## src/rtl/lfsr_rng_arbiter.sv

```systemverilog
// Round-robin arbiter that shares one 32-bit XNOR Fibonacci LFSR among
// N_REQ requesters, handling seeding, lockup protection and warm-up.
//
// Ports:
//   clock      rising-edge clock
//   resetn     asynchronous active-low reset
//   req        per-requester request level, held until granted
//   seed_load  one-cycle pulse, loads seed_value (all-ones -> SEED)
//   seed_value new LFSR seed
//   gnt        registered one-hot grant pulse
//   rnd        granted random word (pre-step LFSR value)
//   rnd_valid  high exactly when gnt != 0
//   rnd_id     index of the granted requester
//   busy       high while discarding warm-up steps
module lfsr_rng_arbiter #(
  parameter int          N_REQ  = 4,
  parameter logic [31:0] SEED   = 32'h007300F6,
  parameter int          WARMUP = 16,
  localparam int         IDW    = $clog2(N_REQ)
) (
  input  logic             clock,
  input  logic             resetn,
  input  logic [N_REQ-1:0] req,
  input  logic             seed_load,
  input  logic [31:0]      seed_value,
  output logic [N_REQ-1:0] gnt,
  output logic [31:0]      rnd,
  output logic             rnd_valid,
  output logic [IDW-1:0]   rnd_id,
  output logic             busy
);

  typedef enum logic {
    WARM  = 1'b0,
    SERVE = 1'b1
  } state_t;

  localparam state_t INIT_ST =
    (WARMUP == 0) ? SERVE : WARM;

  // cnt value on which the final warm-up step is taken
  localparam logic [7:0] LAST =
    (WARMUP == 0) ? 8'd0 : 8'(WARMUP - 1);

  function automatic logic [31:0] lfsr_step(
    input logic [31:0] r
  );
    return {r[30:0], ~(r[31] ^ r[21] ^ r[1] ^ r[0])};
  endfunction

  state_t             state_q, state_d;
  logic [31:0]        r_q, r_d;
  logic [7:0]         cnt_q, cnt_d;
  logic [IDW-1:0]     ptr_q, ptr_d;
  logic [N_REQ-1:0]   gnt_d;
  logic [31:0]        rnd_d;
  logic               vld_d;
  logic [IDW-1:0]     id_d;

  logic               found;
  logic [IDW-1:0]     win;
  logic [IDW-1:0]     ptr_nx;

  // Rotating priority scan starting at ptr_q
  always_comb begin : arb
    int             k;
    int             t;
    logic [IDW-1:0] idx;
    found  = 1'b0;
    win    = '0;
    k      = 0;
    t      = 0;
    idx    = '0;
    for (int i = 0; i < N_REQ; i++) begin
      k = int'(ptr_q) + i;
      if (k >= N_REQ) k = k - N_REQ;
      idx = k[IDW-1:0];
      if (!found && req[idx]) begin
        found = 1'b1;
        win   = idx;
      end
    end
    t = int'(win) + 1;
    if (t >= N_REQ) t = 0;
    ptr_nx = t[IDW-1:0];
  end

  always_comb begin : nxt
    state_d = state_q;
    r_d     = r_q;
    cnt_d   = cnt_q;
    ptr_d   = ptr_q;
    gnt_d   = '0;
    vld_d   = 1'b0;
    rnd_d   = rnd;
    id_d    = rnd_id;
    if (seed_load) begin
      // Seed load cancels any arbitration this cycle
      r_d     = (seed_value == '1) ? SEED : seed_value;
      cnt_d   = '0;
      state_d = INIT_ST;
    end else begin
      unique case (state_q)
        WARM: begin
          r_d   = lfsr_step(r_q);
          cnt_d = cnt_q + 8'd1;
          if (cnt_q == LAST) state_d = SERVE;
        end
        SERVE: begin
          if (found) begin
            gnt_d      = '0;
            gnt_d[win] = 1'b1;
            vld_d      = 1'b1;
            rnd_d      = r_q;
            id_d       = win;
            r_d        = lfsr_step(r_q);
            ptr_d      = ptr_nx;
          end
        end
        default: state_d = INIT_ST;
      endcase
    end
  end

  always_ff @(posedge clock or negedge resetn) begin
    if (!resetn) begin
      state_q   <= INIT_ST;
      r_q       <= SEED;
      cnt_q     <= '0;
      ptr_q     <= '0;
      gnt       <= '0;
      rnd       <= '0;
      rnd_valid <= 1'b0;
      rnd_id    <= '0;
    end else begin
      state_q   <= state_d;
      r_q       <= r_d;
      cnt_q     <= cnt_d;
      ptr_q     <= ptr_d;
      gnt       <= gnt_d;
      rnd       <= rnd_d;
      rnd_valid <= vld_d;
      rnd_id    <= id_d;
    end
  end

  assign busy = (state_q == WARM);

endmodule

```

## config.mk

```make
export PLATFORM = sky130hd
export DESIGN_NAME = lfsr_rng_arbiter
export DESIGN_NICKNAME = d
export VERILOG_FILES = /design/src/rtl/lfsr_rng_arbiter.sv
export SDC_FILE = /design/constraint.sdc
export NUM_CORES = 1
export LEC_CHECK = 0
export ABC_CLOCK_PERIOD_IN_PS = 2100
export CAP_MARGIN = 40
export CELL_PAD_IN_SITES_DETAIL_PLACEMENT = 1
export CELL_PAD_IN_SITES_GLOBAL_PLACEMENT = 1
export CORE_ASPECT_RATIO = 1.1
export CORE_MARGIN = 2
export CORE_UTILIZATION = 40
export CTS_CLUSTER_DIAMETER = 150
export DETAILED_ROUTE_END_ITERATION = 10
export PLACE_DENSITY_LB_ADDON = 0.1
export SKIP_LAST_GASP = 1
export SYNTH_ARGS = -nofsm -noshare
export SYNTH_HDL_FRONTEND = slang
export SYNTH_SLANG_ARGS = --single-unit
```

## constraint.sdc

```tcl
create_clock -name clock -period 2.1 [get_ports clock]
set_input_delay 0.63 -clock clock [delete_from_list [all_inputs] [get_ports clock]]
set_output_delay 0.63 -clock clock [all_outputs]
set_load 0.1 [all_outputs]
```

Word level (Yosys, flattened, before mapping)
Index checks and enable logic that the tools add are counted.
{ "totals": {"reg_bits": 82, "in_bits": 39} }
{ "op_classes": {"addsub": 9, "magnitude_cmp": 11, "n_eq_ne": 4, "muxes": 38, "bitwise": 6, "reduce_logical": 8} }
{ "op_table": {"columns": ["cell", "n"], "rows": [
  ["$mux 32", 3],
  ["$pmux 32 s2", 1],
  ["$eq 32x32->1 const B", 1],
  ["$mux 2", 9],
  ["$mux 8", 2],
  ["$lt 2x3->1 const B", 5],
  ["$mux 1", 15],
  ["$ge 3x3->1 const B", 4],
  ["$mux 4", 3],
  ["$add 8x1->8 const B", 1],
  ["$bmux 1 s2", 4],
  ["$eq 8x4->1 const B", 1],
  ["$sub 2x1->2 const B", 4],
  ["$add 2x1->3 const B", 2],
  ["$add 2x2->3 const B", 2],
  ["$logic_and 1x1->1", 4],
  ["$ge 2x3->1 const B", 1],
  ["$logic_not 1->1", 3],
  ["$ne 3x2->1 const B", 1],
  ["$not 1->1", 3],
  ["$reduce_and 3->1", 1],
  ["$xor 1x1->1", 3],
  ["$demux 1 s2", 1],
  ["$ge 2x1->1 const B", 1],
  ["$ne 2x2->1 const B", 1]
]} }

Longest topological paths before layout
Gate-level depths: netlist of run 1.
{ "logic_depth": {"word_depth": 21, "mapped_depth": 6} }

Worst setup path after synthesis of run 1
Ideal clock, no wire load.
{ "synth_path": {"kind": "input -> register", "startpoint": "input req[0]", "endpoint": "register r_q[19]", "setup_ns": 0.126, "arrival_ns": 1.659, "t_required_ns": 1.974, "path_slack_ns": 0.315, "stages": 5, "path_buffers": 1, "path_cell_list": "nor4_4 -> nand3_2 -> buf_6 -> and3_1 -> a221o_1"} }
{ "synth_between": {"elab_chain_len": 13, "elab_cells_between_ends": 19, "classes_between": "eq/ne (1); mux (12); reduce/logical (6)"} }
{ "synth_lines": {"columns": ["item", "line", "source"], "rows": [
  ["start: declaration", "23", "input logic [N_REQ-1:0] req,"],
  ["$bmux 1 s2", "78", "if (!found && req[idx]) begin"],
  ["$mux 1 (implied by the code)", "78", null],
  ["$mux 1", "78", null],
  ["$logic_not 1->1", "78", null],
  ["$logic_and 1x1->1", "78", null],
  ["$mux 1", "78", null],
  ["$logic_not 1->1", "78", null],
  ["$logic_and 1x1->1", "78", null],
  ["$mux 1", "78", null],
  ["$logic_not 1->1", "78", null],
  ["$logic_and 1x1->1", "78", null],
  ["$mux 1 *", "78", null],
  ["$ne 3x2->1 (no source line) *", null, null],
  ["end signal: assignment", "137", "r_q <= r_d;"],
  ["end: declaration", "52", "logic [31:0] r_q, r_d;"]
]} }
Mark *: on every way between the ends. The rest lies on a longest branch, timed or not. The select of a mux whose other input is x is not followed.
A chain may end at the register's enable or synchronous reset.

Final worst setup path of run 1
{ "layout_path": {"startpoint": "input seed_value[23]", "endpoint": "register r_q[28]"} }
{ "layout_between": {"elab_chain_len": 3} }
{ "layout_lines": {"columns": ["item", "line", "source"], "rows": [
  ["start: declaration", "25", "input logic [31:0] seed_value,"],
  ["$eq 32x32->1", "99", "r_d = (seed_value == '1) ? SEED : seed_value;"],
  ["$mux 32", "99", null],
  ["$mux 32", "97", "if (seed_load) begin"]
]} }
Every way passes these cells.

==> metrics.cfg, run 1 <==
[cells_and_area]
design_area_um2 = 5430
insertedDiodeCount = 0
final_cells = 505
layout-drive-gt1-share_pct = 40.4
nets = 430
num-fill-cells = 865
syn2layout_area_growth_pct = 51.8
final_util_pct = 61.8

[synthesis]
synth_warnings = 0
synth-seq-area-share_pct = 57.8
synth_nets = 318
synth_compound_area_share_pct = 12.3
netlist_area_um2 = 3570
synthAdderAreaFrac_pct = 1.75
synthXorXnorAreaFrac_pct = 2.38
ys_ff_latch = 82
synthMuxAreaShare_pct = 11.3
synth_cell_type_count = 38
synthSimpleGateAreaFrac_pct = 11.6
synthCells = 274
synth_area_per_cell_um2 = 13.0
synth_top_family_by_area = compound AO/OA/AOI/OAI gates

[clock_network]
postCtsHoldBufs = 0
path_clk_slew_ps = 90
cts_tree = yes
htreeDepth = 3
clk_latency_ps = 350
clk_path_buf_depth = 2
cts_buffers = 9
cts_root_buf = clkbuf_8
clock-sinks = 82

[setup_path]
crit_fanout = 11
critical_path_arrival_ps = 2280
startpoint = seed_value[23]
cp-end-kind = register
cp_slowest_cell = clkdlybuf4s50_1
required_ps = 2330
cpLargestDelayFamily = buffers and inverters
crit_chain = clkdlybuf4s50_1 -> nand4_1 -> nor4_1 -> a21oi_2 -> buf_4 -> a221o_1
r2r_cells = 6
cpPeakStageDelay_ps = 500
reg2reg_slack_ps = 360
crit_end = r_q[28]$_DFFE_PN0P_
rr_startpoint = ptr_q[1]$_DFFE_PN0P_
reg2reg_to = ptr_q[1]$_DFFE_PN0P_
crit_buf_inv = 2
crit_cells = 6
cp-start-kind = primary input
worstSetupPathType = primary input to register

[floorplan]
die_w_um = 94.1
design.die.area_um2 = 9710
io_pins = 79
start_util_pct = 40.7
rows = 36
coreArea_um2 = 8780
fp.dieH_um = 103

[timing]
timing.final.crit_share_pct = 97.8
finalHoldViolCount = 0
drv_slew = 0
slew_headroom_pct = 74.7
skew_ps = 16.2
setup_viol = 0
finalCriticalPeriod_ps = 2050
tightest_slew_ps = 380
hold_ws_ps = 195
max_clock_freq_mhz = 487
rsz0062_at_grt = true

[place]
place.gp.congestion = 0.838
io_buffers = 78
placed_cells = 489
hpwl_mm = 7.00
postPlaceCellArea_um2 = 5190

[run]
maxCapViolCount = 0

[power_and_ir_drop]
p_leak_nw = 2.47
ir_worst_vdd_mv = 0.455
cellPowerDensity_nw_per_um2 = 772
total_power_w = 0.00419

[drt]
firstDrtPassIters = 4
viasPerCell = 5.50
drt-initial-drc-count = 94
antenna_left = 0
vias = 2780
routedWlPerCell_um = 18.8
drt_wl_total_mm = 9.52
drc = 0

[global_route]
grt_overflow = 0
grt_pass1_wl_mm = 15.5
groute.usage.overall_pct = 21.0
grt_max_degree = 35
antenna_found_initial = 0
grt_pass1_vias = 2865

[min_path]
hp-class = primary input to asynchronous set/reset pin

[outcome]
outcome = finished clean

==> flip-flops by register name (all words and copies together) (netlist names) <==
name / count
ptr_q: 2
gnt: 4
state_q: 1
r_q: 32
cnt_q: 8
rnd_valid: 1
rnd_id: 2
rnd: 32
==> kinds of logic (layout without fill, tap and decap cells) <==
logic type      after synthesis  count (layout)
xor+xnor                      8               8
flops                        82              82
buf+inv                      21             138
simple gates                 70              70
mux                          36              36
fa+ha+maj                     5               5
compound gates               52              52
==> report_power, final <==
part | internal (W) | leakage [nW] | total, W | switching, W
Combinational | 0.000488 | 1.32 | 0.00112 | 0.000636
Sequential | 0.00172 | 1.04 | 0.00186 | 0.000139
Clock | 0.000597 | 0.101 | 0.00120 | 0.000603
Total | 0.00281 | 2.47 | 0.00419 | 0.00138
==> worst min-delay path by stage <==
stage | from | to | depth (start not counted)
floorplan | resetn | cnt_q[0]$_DFFE_PN0P_ | 0
global placement | r_q[14]$_DFFE_PN0P_ | r_q[14]$_DFFE_PN0P_ | 1
detailed placement | r_q[9]$_DFFE_PN0P_ | rnd[9]$_DFFE_PN0P_ | 1
CTS | resetn | gnt[1]$_DFF_PN0_ | 1
global route | resetn | gnt[1]$_DFF_PN0_ | 1
finish | resetn | gnt[1]$_DFF_PN0_ | 1
==> synthesized netlist by cell type, drive strengths merged <==
master,instances,share of area (%)
a211oi,1,0.21
a21o,1,0.21
a21oi,4,0.56
a221o,20,5.6
a22o,1,0.25
and2,4,0.70
and3,21,3.7
and4b,1,0.28
buf,9,1.6
clkbuf,8,0.84
dfrtp,71,50
dfstp,11,8.1
ha,5,1.8
inv,4,0.42
mux2,34,11
mux2i,2,0.56
nand2,6,0.63
nand2b,3,0.53
nand3,2,0.42
nand3b,1,0.21
nand4,10,1.8
nand4b,1,0.25
nor2,13,1.4
nor2b,1,0.18
nor3,1,0.14
nor3b,1,0.21
nor4,4,1.1
o21a,1,0.21
o21ai,2,0.28
o21ba,11,3.1
o22ai,11,1.9
or3,1,0.18
xnor2,3,0.74
xor2,4,0.98
xor3,1,0.66
==> per-stage QoR <==
stage                     setup TNS (ps)  setup slack (ps)
after global placement            -14890              -374
after detailed placement          -18210              -440
final                                  0              45.2
after CTS                              0              26.8
after floorplan                        0               315
after global routing                   0              3.79
==> metal layers <==
metal  track usage [%]  part of all wire (%)  vias up
met1              28.6                    43     1428
met2              34.9                    52       85
li1                  -                     -     1249
met3              3.29                   3.8       18
met5                 0                     0        -
met4              6.35                   1.4        0
==> layout by cell type, fill, tap and decap left out, drive strengths merged, types with 3 or more instances in the layout <==
| cell | count |
|---|---|
| ha | 5 |
| nand2 | 6 |
| o22ai | 11 |
| nand4 | 10 |
| a221o | 20 |
| dfstp | 11 |
| clkbuf | 10 |
| xor2 | 4 |
| a21oi | 4 |
| inv | 6 |
| mux2 | 34 |
| nor4 | 4 |
| and3 | 21 |
| xnor2 | 3 |
| dfrtp | 71 |
| clkdlybuf4s50 | 34 |
| nor2 | 13 |
| nand2b | 3 |
| buf | 81 |
| and2 | 4 |
| o21ba | 11 |
==> timing repair <==
item                                    4_1_cts  5_1_grt
pin swaps                                     1        4
setup buffers                                 0        0
endpoints found under the setup margin       21       21
resized for setup                             2        4
==> final cells by class <==
type / instances / area (um2) / share of cell area [%]
Inverter: 4 / 15.0 / 0.277
Timing Repair Buffer: 118 / 1560 / 28.7
Clock buffer: 10 / 138 / 2.54
Sequential cell: 82 / 2070 / 38.1
Tap cell: 114 / 143 / 2.63
Multi-Input combinational cell: 171 / 1430 / 26.4
Clock inverter: 6 / 73.8 / 1.36
(Power assumes the default switching activity.)
==> inputs of run 2 (changes only) <==
CORE_ASPECT_RATIO = 0.6   (was 1.1)
CORE_MARGIN = 10   (was 2)
==> run 2 against run 1 <==
Combinational power hardly changed. Largest power group unchanged. Routed wire length is 16% higher. Critical path depth is 2 higher. Clock-buffer cell count is 1 higher. Via count is 0.83% lower. Largest cell class unchanged.
==> metrics.cfg, run 2 (synthesized netlist as in run 1, its figures left out) <==
[floorplan]
design.die.area_um2 = 13200
fp.dieH_um = 93.2
coreArea_um2 = 8620
start_util_pct = 41.5
io_pins = 79
rows = 26
die_w_um = 142

[power_and_ir_drop]
cellPowerDensity_nw_per_um2 = 825
p_leak_nw = 2.61
total_power_w = 0.00457
ir_worst_vdd_mv = 0.571

[cells_and_area]
num-fill-cells = 823
layout-drive-gt1-share_pct = 40.6
seq_area_um2 = 2070
final_cell_mix = 71 x dfrtp_1, 44 x buf_12, 36 x buf_4
design_area_um2 = 5540
multiInputGateArea_um2 = 1440
final_util_pct = 64.3
syn2layout_area_growth_pct = 55.0
final_common_cell = dfrtp_1
nets = 431
top_regs = r_q x32, rnd x32, cnt_q x8

[drt]
viasPerCell = 5.46
drt_wl_total_mm = 11.0
drt-initial-drc-count = 214
antenna_left = 0
firstDrtPassIters = 4
routedWlPerCell_um = 21.8
drc = 0
vias = 2757

[global_route]
grt_pass1_vias = 3159
met1_usage_pct = 22.4
grt_overflow = 0
grt_pass1_wl_mm = 17.8
gr-usage-met2_pct = 26.3
groute.usage.overall_pct = 16.9
top_usage_layer = met2
grt.met3_usage_pct = 5.66
grt_max_degree = 83
antenna_found_initial = 0

[clock_network]
clk_latency_ps = 340
cts_tree = yes
htreeDepth = 3
clock-sinks = 82
path_clk_slew_ps = 60
clk_path_buf_depth = 2
cts_buffers = 9
cts_root_buf = clkbuf_16

[setup_path]
required_ps = 2320
crit_end = ptr_q[1]$_DFFE_PN0P_
r2r_cells = 6
startpoint = req[0]
reg2reg_slack_ps = 400
critical_path_arrival_ps = 2270
cp-start-kind = primary input
cp-end-kind = register
worstSetupPathType = primary input to register
rr_startpoint = ptr_q[1]$_DFFE_PN0P_
reg2reg_to = ptr_q[1]$_DFFE_PN0P_
crit_fanout = 2

[place]
postPlaceCellArea_um2 = 5170
hpwl_mm = 7.97
io_buffers = 78
place.gp.congestion = 0.749

[timing]
skew_ps = 8.04
slew_headroom_pct = 69.1
setup-tns-final_ps = 0
drv_slew = 0
finalCriticalPeriod_ps = 2050
timing.final.crit_share_pct = 97.7
setup_viol = 0
max_clock_freq_mhz = 487
finalHoldViolCount = 0
rsz0062_at_grt = true
tightest_slew_ps = 464
hold_ws_ps = 279

[min_path]
hp-class = primary input to asynchronous set/reset pin

[outcome]
outcome = finished clean

[run]
maxCapViolCount = 0

[run 2: timing repair]
item,in CTS,in global routing
pin swaps,8,8
setup endpoints to repair,14,29
hold buffers,0,0
gates resized for setup,15,13
setup buffers,1,0
gates cloned,1,0
[run 2: where the power goes]
part | total (W) | switching (W) | internal, W
Sequential | 0.00187 | 0.000147 | 0.00173
Clock | 0.00158 | 0.000632 | 0.000950
Combinational | 0.00112 | 0.000643 | 0.000473
[run 2: stage by stage]
| step | cells | worst slack [ps] |
|---|---|---|
| after floorplan | 274 | 315 |
| after global placement | 485 | -514 |
| after detailed placement | 486 | -513 |
| after CTS | 504 | 0.0386 |
| after global routing | 504 | -25.3 |
| final | 505 | 47.7 |
[run 2: worst min path at each step]
stage / end / slack (ps) / depth (start not counted)
finish: rnd[26]$_DFFE_PN0P_ / 280 / 2
global route: rnd[26]$_DFFE_PN0P_ / 350 / 2
CTS: rnd[26]$_DFFE_PN0P_ / 340 / 2
detailed placement: r_q[11]$_DFFE_PN0P_ / 530 / 1
global placement: r_q[11]$_DFFE_PN0P_ / 520 / 1
floorplan: cnt_q[0]$_DFFE_PN0P_ / 330 / 0
[run 2: critical path, stage by stage]
cell             delay (ps)
clkdlybuf4s50_1         470
buf_4                   170
nor2_2                  120
nand2_1                 100
nand4_1                 150
inv_1                    80
ha_1                    300
mux2_2                  260
[run 2: layout make-up]
type	count	share of cell area, %
flip-flops and latches	82	37.3
repair buffers	119	28.5
multi-input cells	171	26.0
clock buffers	11	4.38
well taps	112	2.53
clock inverters	5	0.994
inverters	4	0.271
diodes	1	0.0452
[run 2: layer usage]
metal | part of all wire [%] | wire [um]
met1 | 48 | 5270
met4 | 0.96 | 106
met2 | 46 | 5020
met3 | 5.6 | 613
met5 | 0 | 0
